$ cat src/rtl/video_pkg.sv
// rtl/video_pkg.sv - shared types and default M1 video timing for capture and VGA paths
package video_pkg;

    typedef enum logic [2:0] {
        WAIT_V,
        SKIP,
        HDLY,
        CAP,
        LDONE
    } cap_state_e;

    localparam int FB_AW = 14;

    localparam logic [15:0] M1_PHASE_INC      = 16'd6976;
    localparam logic [12:0] M1_H_START        = 13'd1150;
    localparam logic [5:0]  M1_V_START        = 6'd40;
    localparam logic [7:0]  M1_ACT_LINES      = 8'd192;
    localparam logic [5:0]  M1_BYTES_PER_LINE = 6'd48;
    localparam logic [12:0] M1_H_PERIOD_MIN   = 13'd6300;
    localparam logic [12:0] M1_H_PERIOD_MAX   = 13'd6500;

endpackage

$ cat src/rtl/sync_edge.sv
// rtl/sync_edge.sv - two-flop synchroniser with a rising-edge pulse on the synchronised level
module sync_edge (
    input  logic clk,
    input  logic rst_n,
    input  logic din,
    output logic dout,
    output logic rise
);

    logic [2:0] sh_q;
    logic [2:0] sh_d;

    always_comb begin
        sh_d = {sh_q[1:0], din};
    end

    always_ff @(posedge clk or negedge rst_n) begin
        if (!rst_n) begin
            sh_q <= '0;
        end else begin
            sh_q <= sh_d;
        end
    end

    // Bit 2 only remembers the previous synchronised level for edge detection.
    assign dout = sh_q[1];
    assign rise = sh_q[1] & ~sh_q[2];

endmodule

$ cat src/rtl/video_capture.sv
// rtl/video_capture.sv - recovers the 1-bit M1 raster and writes packed pixel bytes to a frame buffer
module video_capture
    import video_pkg::*;
#(
    parameter logic [15:0] PHASE_INC      = M1_PHASE_INC,
    parameter logic [12:0] H_START        = M1_H_START,
    parameter logic [5:0]  V_START        = M1_V_START,
    parameter logic [7:0]  ACT_LINES      = M1_ACT_LINES,
    parameter logic [5:0]  BYTES_PER_LINE = M1_BYTES_PER_LINE,
    parameter logic [12:0] H_PERIOD_MIN   = M1_H_PERIOD_MIN,
    parameter logic [12:0] H_PERIOD_MAX   = M1_H_PERIOD_MAX
) (
    input  logic             clk,
    input  logic             reset_n,
    input  logic             VID_PIX,
    input  logic             VID_HSYNC,
    input  logic             VID_VSYNC,
    output logic             FB_WE,
    output logic [FB_AW-1:0] FB_ADDR,
    output logic [7:0]       FB_DATA,
    output logic             LOCKED,
    output logic             FRAME_TGL,
    output logic [7:0]       ERR_CNT
);

    logic pix, pix_rise, hs_lvl, hs_rise, vs_lvl, vs_rise;

    sync_edge u_sync_pix (.clk(clk), .rst_n(reset_n), .din(VID_PIX),   .dout(pix),    .rise(pix_rise));
    sync_edge u_sync_hs  (.clk(clk), .rst_n(reset_n), .din(VID_HSYNC), .dout(hs_lvl), .rise(hs_rise));
    sync_edge u_sync_vs  (.clk(clk), .rst_n(reset_n), .din(VID_VSYNC), .dout(vs_lvl), .rise(vs_rise));

    logic unused_sync;
    assign unused_sync = &{1'b0, pix_rise, hs_lvl, vs_lvl};

    cap_state_e       state_q, state_d;
    logic [12:0]      dly_q, dly_d;
    logic [15:0]      acc_q, acc_d;
    logic [7:0]       sh_q, sh_d;
    logic [2:0]       bit_q, bit_d;
    logic [5:0]       byte_q, byte_d;
    logic [5:0]       vline_q, vline_d;
    logic [7:0]       line_q, line_d;
    logic [FB_AW-1:0] base_q, base_d;
    logic [12:0]      hcnt_q, hcnt_d;
    logic             have_h_q, have_h_d;
    logic             frame_err_q, frame_err_d;
    logic             fb_we_q, fb_we_d;
    logic [FB_AW-1:0] fb_addr_q, fb_addr_d;
    logic [7:0]       fb_data_q, fb_data_d;
    logic             locked_q, locked_d;
    logic             frame_tgl_q, frame_tgl_d;
    logic [7:0]       err_cnt_q, err_cnt_d;

    logic [16:0]      acc_sum;
    logic [13:0]      h_period;
    logic             h_bad;
    logic [7:0]       line_inc;
    logic [FB_AW-1:0] base_inc;
    logic             err_fsm, err_now, frame_done;

    assign acc_sum  = {1'b0, acc_q} + {1'b0, PHASE_INC};
    assign h_period = {1'b0, hcnt_q} + 14'd1;
    assign h_bad    = hs_rise & (~have_h_q | (h_period < {1'b0, H_PERIOD_MIN})
                                           | (h_period > {1'b0, H_PERIOD_MAX}));
    assign line_inc = line_q + 8'd1;
    assign base_inc = base_q + {8'd0, BYTES_PER_LINE};

    always_comb begin
        state_d     = state_q;
        dly_d       = dly_q;
        acc_d       = acc_q;
        sh_d        = sh_q;
        bit_d       = bit_q;
        byte_d      = byte_q;
        vline_d     = vline_q;
        line_d      = line_q;
        base_d      = base_q;
        hcnt_d      = hcnt_q;
        have_h_d    = have_h_q;
        frame_err_d = frame_err_q;
        fb_we_d     = 1'b0;
        fb_addr_d   = fb_addr_q;
        fb_data_d   = fb_data_q;
        locked_d    = locked_q;
        frame_tgl_d = frame_tgl_q;
        err_cnt_d   = err_cnt_q;
        err_fsm     = 1'b0;
        frame_done  = 1'b0;

        // Counter reads (period - 1) at the next edge, hence the +1 in h_period.
        if (hs_rise) begin
            hcnt_d   = '0;
            have_h_d = 1'b1;
        end else if (hcnt_q != '1) begin
            hcnt_d = hcnt_q + 13'd1;
        end

        if (vs_rise) begin
            err_fsm = (state_q != WAIT_V);
            state_d = SKIP;
            vline_d = '0;
        end else begin
            case (state_q)
                WAIT_V: ;
                SKIP: begin
                    if (hs_rise) begin
                        if (vline_q == V_START - 6'd1) begin
                            state_d = HDLY;
                            line_d  = '0;
                            base_d  = '0;
                            dly_d   = '0;
                        end else begin
                            vline_d = vline_q + 6'd1;
                        end
                    end
                end
                HDLY: begin
                    if (hs_rise) begin
                        dly_d = '0;
                    end else if (dly_q == H_START - 13'd1) begin
                        state_d = CAP;
                        acc_d   = 16'h8000;
                        sh_d    = '0;
                        bit_d   = '0;
                        byte_d  = '0;
                    end else begin
                        dly_d = dly_q + 13'd1;
                    end
                end
                CAP: begin
                    if (hs_rise) begin
                        // Early HSYNC: abandon the rest of the line and start the next from this edge.
                        err_fsm = (byte_q != BYTES_PER_LINE);
                        line_d  = line_inc;
                        base_d  = base_inc;
                        dly_d   = '0;
                        if (line_inc == ACT_LINES) begin
                            frame_done = 1'b1;
                            state_d    = WAIT_V;
                        end else begin
                            state_d = HDLY;
                        end
                    end else if (byte_q == BYTES_PER_LINE) begin
                        line_d  = line_inc;
                        base_d  = base_inc;
                        state_d = LDONE;
                    end else begin
                        acc_d = acc_sum[15:0];
                        if (acc_sum[16]) begin
                            sh_d  = {sh_q[6:0], pix};
                            bit_d = bit_q + 3'd1;
                            if (bit_q == 3'd7) begin
                                fb_we_d   = 1'b1;
                                fb_addr_d = base_q + {8'd0, byte_q};
                                fb_data_d = {sh_q[6:0], pix};
                                byte_d    = byte_q + 6'd1;
                            end
                        end
                    end
                end
                LDONE: begin
                    if (line_q == ACT_LINES) begin
                        frame_done = 1'b1;
                        state_d    = WAIT_V;
                    end else if (hs_rise) begin
                        state_d = HDLY;
                        dly_d   = '0;
                    end
                end
                default: state_d = WAIT_V;
            endcase
        end

        err_now     = err_fsm | h_bad;
        frame_err_d = frame_err_q | err_now;
        if (err_now) begin
            locked_d = 1'b0;
            if (err_cnt_q != 8'hFF) begin
                err_cnt_d = err_cnt_q + 8'd1;
            end
        end
        if (frame_done) begin
            frame_tgl_d = ~frame_tgl_q;
            locked_d    = ~(frame_err_q | err_now);
            frame_err_d = 1'b0;
        end
    end

    always_ff @(posedge clk or negedge reset_n) begin
        if (!reset_n) begin
            state_q     <= WAIT_V;
            dly_q       <= '0;
            acc_q       <= '0;
            sh_q        <= '0;
            bit_q       <= '0;
            byte_q      <= '0;
            vline_q     <= '0;
            line_q      <= '0;
            base_q      <= '0;
            hcnt_q      <= '0;
            have_h_q    <= 1'b0;
            frame_err_q <= 1'b0;
            fb_we_q     <= 1'b0;
            fb_addr_q   <= '0;
            fb_data_q   <= '0;
            locked_q    <= 1'b0;
            frame_tgl_q <= 1'b0;
            err_cnt_q   <= '0;
        end else begin
            state_q     <= state_d;
            dly_q       <= dly_d;
            acc_q       <= acc_d;
            sh_q        <= sh_d;
            bit_q       <= bit_d;
            byte_q      <= byte_d;
            vline_q     <= vline_d;
            line_q      <= line_d;
            base_q      <= base_d;
            hcnt_q      <= hcnt_d;
            have_h_q    <= have_h_d;
            frame_err_q <= frame_err_d;
            fb_we_q     <= fb_we_d;
            fb_addr_q   <= fb_addr_d;
            fb_data_q   <= fb_data_d;
            locked_q    <= locked_d;
            frame_tgl_q <= frame_tgl_d;
            err_cnt_q   <= err_cnt_d;
        end
    end

    assign FB_WE     = fb_we_q;
    assign FB_ADDR   = fb_addr_q;
    assign FB_DATA   = fb_data_q;
    assign LOCKED    = locked_q;
    assign FRAME_TGL = frame_tgl_q;
    assign ERR_CNT   = err_cnt_q;

endmodule

$ cat config.mk
export PLATFORM = sky130hd
export DESIGN_NAME = video_capture
export DESIGN_NICKNAME = d
export VERILOG_FILES = /design/src/rtl/video_pkg.sv /design/src/rtl/sync_edge.sv /design/src/rtl/video_capture.sv
export SDC_FILE = /design/constraint.sdc
export NUM_CORES = 1
export LEC_CHECK = 0
export CAP_MARGIN = 20
export CORE_MARGIN = 8
export CORE_UTILIZATION = 35
export CTS_BUF_LIST = sky130_fd_sc_hd__clkbuf_16
export DETAILED_ROUTE_END_ITERATION = 8
export MAX_ROUTING_LAYER = met4
export PLACE_DENSITY_LB_ADDON = 0.2
export SLEW_MARGIN = 10
export SYNTH_ARGS = -nofsm -noshare
export SYNTH_HDL_FRONTEND = slang
export SYNTH_SLANG_ARGS = --single-unit
$ cat constraint.sdc
create_clock -name clk -period 2.3 [get_ports clk]
set_input_delay 0.46 -clock clk [delete_from_list [all_inputs] [get_ports clk]]
set_output_delay 0.46 -clock clk [all_outputs]
set_load 0.05 [all_outputs]
# After elaboration in Yosys (flattened, before gate mapping)
# Index checks and enable logic that the tools add are counted.
# Widths: inputs -> output; s select.
[word_totals]
ff_bits = 132
inputBits = 5
out_inout_bits = 33
wordCells = 174
[op_classes]
n_addsub = 11
n_lt_le_gt_ge = 2
eq_ne = 32
mux = 75
bitwise = 15
n_reduce_logical = 18
[ops]
columns = ["cell", "n"]
rows = [
  ["$mux 13", 8],
  ["$mux 16", 4],
  ["$mux 6", 10],
  ["$mux 14", 4],
  ["$pmux 13 s4", 1],
  ["$mux 3", 14],
  ["$mux 7", 5],
  ["$mux 8", 4],
  ["$pmux 16 s2", 1],
  ["$pmux 14 s2", 1],
  ["$add 13x1->13 const B", 2],
  ["$ne 2x2->1 const B", 9],
  ["$reduce_and 6->1", 3],
  ["$add 16x13->17 const B", 1],
  ["$add 8x1->8 const B", 2],
  ["$eq 8x8->1 const B", 2],
  ["$mux 1", 16],
  ["$pmux 8 s2", 1],
  ["$pmux 3 s5", 1],
  ["$add 13x1->14 const B", 1],
  ["$add 14x6->14", 1],
  ["$add 14x6->14 const B", 1],
  ["$gt 14x13->1 const B", 1],
  ["$lt 14x13->1 const B", 1],
  ["31 further kinds", 59],
]

# Depth between registers and ports, before layout
# Gate-level depths: netlist of the first run.
[logic_depth]
depth_word = 9
ltp_mapped = 12
mapped_depth_nobuf = 9

# Hierarchy
# Synthesis of the first run repeated with hierarchy kept, for this count alone.
[unflattened]
cells_unflattened = 643
area_unflattened_um2 = 6094.6
[by_module_without_submodules]
columns = ["module", "instances", "cells_per_inst", "area_each_um2", "seq_area_each_um2"]
rows = [
  ["video_capture", 1, 631, 5828.1, 2852.7],
  ["sync_edge", 3, 4, 88.8, 75.1],
]

# Least setup slack after synthesis of the first run
# OpenSTA, ideal clock, no wires.
[synth_path]
path_kind = "reg2reg"
from = "register byte_q[0]"
to = "register fb_addr_q[3], in the netlist FB_ADDR[3]"
setup_time_ps = 128
arrival_ps = 2188
required_time_ps = 2172
path_slack_ps = -15
stages_incl_launch_ff = 12
n_path_buf = 3
period_less_slack_ps = 2315
cell_sequence = "dfrtp_1 > inv_1 > ha_1 > nand4b_1 > nor2_1 > or3_1 > buf_2 > nor2_4 > and2_1 > buf_4 > buf_6 > mux2_1"
[synth_via]
elab_chain_cells = 3
elab_cells_between_ends = 4
classes_between = "1 x add/sub; 1 x eq/ne; 1 x bitwise; 1 x reduce/logical"
[synth_lines]
columns = ["element", "line", "rtl"]
rows = [
  ["from (decl)", "video_capture.sv:40", "logic [5:0] byte_q, byte_d;"],
  ["from (signal assigned)", "video_capture.sv:215", "byte_q <= byte_d;"],
  ["parallel branches: the longest is 3 deep, another holds $add 14x6->14", "--", ""],
  ["to (signal assigned)", "video_capture.sv:223", "fb_addr_q <= fb_addr_d;"],
  ["to (decl)", "video_capture.sv:48", "logic [FB_AW-1:0] fb_addr_q, fb_addr_d;"],
]
# Parallel ways; which one is timed is not known.
# A chain may end at the register's enable or synchronous reset.

# Final worst setup path of the first run
[layout_path]
from = "register hcnt_q[5]"
to = "register err_cnt_q[3], in the netlist ERR_CNT[3]"
[layout_via]
elab_chain_cells = 7
elab_cells_between_ends = 8
classes_between = "1 x add/sub; 2 x order compare; 4 x bitwise; 1 x reduce/logical"
[layout_lines]
columns = ["element", "line", "rtl"]
rows = [
  ["from (decl)", "video_capture.sv:44", "logic [12:0] hcnt_q, hcnt_d;"],
  ["from (signal assigned)", "video_capture.sv:219", "hcnt_q <= hcnt_d;"],
  ["$add 13x1->14 *", "video_capture.sv:62", "assign h_period = {1'b0, hcnt_q} + 14'd1;"],
  ["$lt 14x13->1", "video_capture.sv:63", "assign h_bad = hs_rise & (~have_h_q | (h_period < {1'b0, H_PERIOD_MIN})"],
  ["$or 1x1->1", "video_capture.sv:63", ""],
  ["$or 1x1->1 *", "video_capture.sv:64", "| (h_period > {1'b0, H_PERIOD_MAX}));"],
  ["$and 1x1->1 *", "video_capture.sv:63", ""],
  ["$or 1x1->1 *", "video_capture.sv:174", "err_now = err_fsm | h_bad;"],
  ["$reduce_and 2->1 (no source line) *", "--", ""],
  ["to (signal assigned)", "video_capture.sv:227", "err_cnt_q <= err_cnt_d;"],
  ["to (decl)", "video_capture.sv:52", "logic [7:0] err_cnt_q, err_cnt_d;"],
]
# Every way passes the cells marked *; elsewhere a longest branch is shown, timed or not.

==> metrics.md, run 1 <==
| Metric | Value |
|---|---|
| Status | `complete, no violations` |
| Rows | `49` |
| Area share of the largest cell type after synthesis | `48.2%` |
| Sw frac | `30.1%` |
| # setup viols final | `0` |
| Mapped Avg Cell Area | `9.90 um^2` |
| Initial Utilization | `between 30 and 40%` |
| # IOs | `38` |
| Synth cell count leaders | `122 x dfrtp_1, 49 x nor2_1, 48 x nand2_1, 48 x o21ai_0, 36 x a21oi_1` |
| Clock power share | `45.9%` |
| Worst endpoint required time | `2.64 ns` |
| Die Ht | `151 um` |
| Buf/Inv on CP | `2` |
| Clk buf depth | `2` |
| Post-route cell area | `8160 um^2` |
| CTS H-Tree Depth | `4` |
| Cell Count, Final, Fillers Out | `975` |
| Nets | `754` |
| P_leak | `about 3.7 nW` |
| Setup WS pre-CTS | `-0.0388 ns` |
| Fraction of layout cells with a size suffix above 1 | `20.2%` |
| Clock transition at path regs | `0.06 ns` |
| WL per Instance | `approximately 15 um` |
| Crit start category | `flip-flop` |
| Starting DRT DRC Count | `200` |
| Largest delay share family, worst path | `simple AND/OR/NAND/NOR gates` |
| Internal Pwr Total | `4.00 mW` |
| Crit. End Element | `flip-flop` |
| Critical path depth | `9` |
| Final hold vios | `0` |
| Final wirelength | `about 14000 um` |
| Setup_tns | `0 ns` |
| Dominant cells by area after synthesis | `dfrtp_1 48%, o21ai_0 3.8%, o31ai_1 3.6%` |
| Largest net degree at the start of global routing | `between 50 and 60` |
| Global placement routability congestion | `0.839` |
| Final period util | `99.4%` |
| Crit Reg-Reg Startpoint | `hcnt_q[5]` |
| Class of the worst hold path | `input pin to asynchronous set/reset pin` |
| R2R depth | `9` |
| Hold buffers post-CTS | `0` |
| Final Slew Violations | `0` |
| PwrDens | `701 nW/um^2` |
| Antenna fix cells | `0` |
| TritonCTS clock tree | `yes` |
| Syn Nets | `about 660` |
| Overflow after GRT | `0` |
| Yosys cell types | `70` |
| DRC | `0` |
| Root Buffer | `clkbuf_16` |
| Placed insts | `935` |
| R2R Setup Slk | `approximately 0.014 ns` |
| Number of global-route vias before repair | `5153` |
| Cells after Synth | `640` |
| Worst-path maximum fanout | `6` |
| DP HPWL | `approximately 10000 um` |
| Async SR Flop Fraction | `between 90% and 100%` |
| Total iterations of the first detailed-routing run | `5` |
| CTS Buf Count | `17` |
| Vias per cell | `5.27` |
| Max IR drop VDD | `0.690 mV` |
| Sequential area share after synthesis | `48.2%` |
| Slowest CP cell | `or3b_2` |
| Gr usage total | `between 10% and 20%` |
| Area growth from synthesis to layout | `28.9%` |
| Final Skew | `~0.0084 ns` |
| CP cell instances | `buf_4 > or3b_2 > nor3b_2 > o311ai_2 > o2111ai_2 > nor4_4 > buf_4 > nor3_1 > xor2_1` |
| Min Hold Slack | `0.0234 ns` |
| Syn. warnings | `0` |
| Total Power | `between 5 and 6 mW` |
| Comb power frac | `12.8%` |
| Psw | `around 1.7 mW` |
| Synth area leader | `dfrtp_1` |
| Core Util, Final | `45.8%` |
| Crit path largest cell delay | `around 0.48 ns` |
| Clock Latency Late Sink | `0.42 ns` |
| Crit path time final | `2.29 ns` |
| # port buffers | `37` |
| Slew at the pin with the worst max-slew slack | `0.594 ns` |
| Area of the mapped netlist | `between 6000 and 7000 um^2` |
| Most frequent CP cell | `buf_4` |
| Setup ws final | `0.0143 ns` |
| Clk sinks | `about 120` |
| Initial antenna violation count | `0` |
| Placed inst area | `7330 um^2` |
| Critical path arrival | `roughly 2.6 ns` |
| RSZ-0062 raised after global routing | `yes` |
| Reg2reg end | `ERR_CNT[3]` |
| Top_reg_cell synth | `dfrtp_1` |
| Core area | `17800 um^2` |
| First-pass GRT wire length | `24500 um` |
| Slew Limit Headroom | `60.3%` |
| Die footprint | `22700 um^2` |
| Max cap viols | `0` |
| Post-route ant nets | `0` |
| Die Width | `151 um` |
| Fmax achieved | `0.438 GHz` |
| Yosys reg bits | `122` |
| WS Path Type | `flip-flop to flip-flop` |
| Cell with the most instances after synthesis | `dfrtp_1` |
| Vias | `5137` |
| EDFF count, synth | `0` |
| Sequential share of power | `41.2%` |
[cell type report]
cell class,instances,area (um^2)
Fill cell,1641,9680
Multi-Input combinational cell,469,3230
Sequential cell,122,3050
Timing Repair Buffer,105,930
Clock buffer,17,425
Tap cell,229,287
Clock inverter,15,169
Inverter,18,67.6
[layer usage]
layer / routed length [um] / up-vias / GRT usage, %
met4: 242 / 0 / 5.05
li1: - / 2512 / -
met3: 520 / 18 / 3.40
met5: 0 / - / -
met2: 6690 / 85 / 21.2
met1: 6730 / 2522 / 16.8
[worst register-to-register path: cells and delay by family (launching register included)]
family	cells	cell delay, ns
simple gates	4	0.99
buf+inv	2	0.34
xor+xnor	1	0.18
flops	1	0.42
compound gates	2	0.28
[sequential cells by signal, indices dropped and copies added, names as in the netlist, 2 cells and up]
| signal | count |
|---|---|
| ERR_CNT | 8 |
| FB_ADDR | 14 |
| FB_DATA | 8 |
| acc_q | 10 |
| base_q | 10 |
| bit_q | 3 |
| byte_q | 6 |
| dly_q | 13 |
| hcnt_q | 13 |
| line_q | 8 |
| sh_q | 7 |
| state_q | 3 |
| u_sync_hs.sh_q | 3 |
| u_sync_pix.sh_q | 2 |
| u_sync_vs.sh_q | 3 |
| vline_q | 6 |
[worst max-delay path by stage]
stage | slack (ns) | start | endpoint
3_5_place_dp | -0.04 | dly_q[1] | dly_q[7]
3_3_place_gp | 0.03 | dly_q[1] | dly_q[2]
6_report | 0.01 | hcnt_q[5] | ERR_CNT[3]
2_1_floorplan | 0.009 | byte_q[0] | FB_ADDR[3]
4_1_cts | 0.008 | byte_q[1] | base_q[13]
5_1_grt | -0.08 | hcnt_q[5] | ERR_CNT[5]
[power by group through the flow]
| stage | Clock [mW] | Sequential, mW | Combinational, mW |
|---|---|---|---|
| 2_1_floorplan | 0 | 2.56 | 0.270 |
| 4_1_cts | 2.70 | 2.36 | 0.731 |
| 3_3_place_gp | 0 | 2.39 | 0.703 |
| 6_report | 2.63 | 2.36 | 0.735 |
| 3_5_place_dp | 0 | 2.40 | 0.719 |
| 5_1_grt | 2.81 | 2.37 | 0.809 |
[kinds of logic (layout without fill, tap and decap cells)]
kind of cell	Yosys count	in the layout	share of synthesized area (%)
xor+xnor	34	34	4.70
fa+ha+maj	16	16	3.16
compound gates	166	166	17.2
simple gates	233	233	19.5
mux	20	20	3.52
buf+inv	49	155	3.71
flops	122	122	48.2
[placed cells by master (no fill, tap or decap), types with 18 or more instances in the layout]
cell / instances
a21oi_1: 33
and3_1: 18
buf_4: 63
clkdlybuf4s50_1: 36
dfrtp_1: 122
nand2_1: 48
nand3_1: 30
nor2_1: 48
o21ai_0: 47
o31ai_1: 23
xor2_1: 20
[what timing repair did]
action                                  4_1_cts  5_1_grt
endpoints found under the setup margin       23       40
setup buffers                                 0        7
pin swaps                                     2       17
gates resized for setup                       8       35
endpoints found under the hold margin         0        0
cloned                                        0        1
(Power assumes the default switching activity.)
==> inputs of run 2 (changes only) <==
- CORE_MARGIN: 8 -> 2
- PLACE_DENSITY_LB_ADDON: 0.2 -> default
==> run 2 against run 1 <==
  * Sequential cell count did not move
  * Clock skew fell by 0.00063 ns
  * Register-to-register slack improved by 0.03 ns
  * Power rose by 4.9%
  * Via count rose by 1.3%
  * Design area fell by 0.26%
  * Non-clock buffer count fell by 11
  * Setup slack improved by 0.025 ns
  * Die area fell by 15%
  * First-iteration DRC count rose by 72%
  * Sequential power barely moved
  * Critical path type unchanged
  * Largest cell class unchanged
  * Largest power group unchanged
  * Highest routed layer unchanged
==> metrics.md, run 2 (synthesized netlist as in run 1, its figures left out) <==
| Metric | Value |
|---|---|
| Critical path arrival | `2.57 ns` |
| WS Path Type | `flip-flop to flip-flop` |
| Final hold vios | `0` |
| CTS H-Tree Depth | `4` |
| Largest register FFs | `14` |
| Slowest CP cell | `o21ai_2` |
| Placed insts | `between 900 and 1000` |
| R2R depth | `9` |
| Rows | `49` |
| Total Power | `roughly 6 mW` |
| Hold buffers post-CTS | `0` |
| Status | `complete, no violations` |
| Post-route cell area | `8140 um^2` |
| Clock transition at path regs | `0.06 ns` |
| R2R Setup Slk | `0.04 ns` |
| WL per Instance | `around 15 um` |
| Largest net degree at the start of global routing | `41` |
| CTS Buf Count | `17` |
| Antenna fix cells | `0` |
| Class of the worst hold path | `input pin to asynchronous set/reset pin` |
| Final Skew | `0.00779 ns` |
| Clock Latency Late Sink | `0.42 ns` |
| # setup viols final | `0` |
| Reg2reg end | `ERR_CNT[1]` |
| PwrDens | `737 nW/um^2` |
| Commonest non-fill, non-tap cell in the layout | `dfrtp_1` |
| Fill count | `1637` |
| Crit path time final | `between 2 and 2.5 ns` |
| Worst endpoint required time | `2.61 ns` |
| Starting DRT DRC Count | `343` |
| Buf/Inv on CP | `1` |
| TritonCTS clock tree | `yes` |
| Nets | `744` |
| Final wirelength | `~15000 um` |
| Max IR drop VDD | `about 0.52 mV` |
| Root Buffer | `clkbuf_16` |
| Worst-path maximum fanout | `7` |
| First-pass GRT wire length | `24300 um` |
| Crit path largest cell delay | `0.41 ns` |
| Final Slew Violations | `0` |
| Vias per cell | `5.39` |
| # port buffers | `37` |
| Total iterations of the first detailed-routing run | `5` |
| Area growth from synthesis to layout | `28.5%` |
| Most frequent cells in the layout | `122 x dfrtp_1, 54 x buf_4, 48 x nand2_1, 48 x nor2_1, 44 x o21ai_0` |
| Fraction of layout cells with a size suffix above 1 | `19.6%` |
| # IOs | `38` |
| Gr usage total | `15.9%` |
| Final period util | `between 90 and 100%` |
| Largest delay share family, worst path | `compound AO/OA/AOI/OAI gates` |
| Fmax achieved | `~0.44 GHz` |
| Initial antenna violation count | `0` |
| DP HPWL | `9740 um` |
| Crit start category | `flip-flop` |
| P_leak | `3.61 nW` |
| Setup_tns | `0 ns` |
| Die Ht | `139 um` |
| Die footprint | `19200 um^2` |
| RSZ-0062 raised after global routing | `yes` |
| Clk buf depth | `2` |
| DRC | `0` |
| Clk sinks | `122` |
| Crit. End Element | `flip-flop` |
| Overflow after GRT | `0` |
| Crit Reg-Reg Startpoint | `byte_q[1]` |
| Post-route ant nets | `0` |
| Slew Limit Headroom | `55.2%` |
| Core area | `17800 um^2` |
| CP cell instances | `inv_2 > ha_4 > nand4b_1 > nor2_1 > o31ai_1 > o2bb2ai_1 > o21ai_2 > nor2_2 > mux2_4` |
| Placed inst area | `7250 um^2` |
| Vias | `5203` |
| Slew at the pin with the worst max-slew slack | `0.670 ns` |
| Max cap viols | `0` |
| Global placement routability congestion | `0.864` |
| Cell Count, Final, Fillers Out | `about 970` |
| Number of global-route vias before repair | `5112` |
| Die Width | `139 um` |
| Initial Utilization | `35.5%` |
| Core Util, Final | `around 46%` |
## run 2: changes by cell type in the layout (fill, tap and decap cells not counted), sizes merged
cell / delta
inv: -6
or2: +1
clkdlybuf4s15: +1
bufinv: +4
clkinvlp: +2
buf: -12
## run 2: power breakdown
part           internal (mW)  total [mW]  switching, mW
combinational          0.281       0.734          0.453
clock                   1.84        2.90           1.07
sequential              2.25        2.36          0.113
total                   4.37        6.00           1.63
## run 2: routing by layer
layer | global-route usage, % | routed length, um
met1 | 19.5 | 6490
met3 | 3.66 | 554
met5 | - | 0
met2 | 24.9 | 7250
met4 | 7.63 | 245
## run 2: worst max path at each step
stage          startpoint         end  slack (ns)  depth (start not counted)
2_1_floorplan   byte_q[0]  FB_ADDR[3]       0.009                         11
3_3_place_gp     dly_q[1]   byte_q[4]       -0.04                         10
3_5_place_dp    hcnt_q[0]  ERR_CNT[5]       -0.04                          9
4_1_cts         byte_q[1]   line_q[6]       0.009                          7
5_1_grt         byte_q[1]  ERR_CNT[1]       -0.13                          9
6_report        byte_q[1]  ERR_CNT[1]        0.04                          9
## run 2: layout make-up
type / instances / area (um^2) / share of cell area [%]
Multi-Input combinational cell: 470 / 3270 / 40.1
Sequential cell: 122 / 3050 / 37.5
Timing Repair Buffer: 94 / 828 / 10.2
Clock buffer: 17 / 425 / 5.23
Tap cell: 229 / 287 / 3.52
Clock inverter: 15 / 214 / 2.63
Inverter: 18 / 67.6 / 0.830
## run 2: worst register-to-register path, cell delays in order (launching register included)
cell and delay (ns):
dfrtp_1 0.39, inv_2 0.08, ha_4 0.11, nand4b_1 0.15, nor2_1 0.26, o31ai_1 0.11, o2bb2ai_1 0.23, o21ai_2 0.41
nor2_2 0.10, mux2_4 0.31
## run 2: repair_timing
action | CTS | global route
pin swaps | 2 | 7
endpoints found under the setup margin | 15 | 58
gates cloned | 0 | 2
buffers inserted | 0 | 3
resized for setup | 10 | 42
## run 2: through the flow
stage / worst slack [ns] / hold slack (ns)
global route: -0.126 / 0.0692
detailed placement: -0.0404 / 0.336
CTS: 0.00874 / 0.0402
finish: 0.0394 / 0.0269
global placement: -0.0407 / 0.334
floorplan: 0.00925 / 0.164
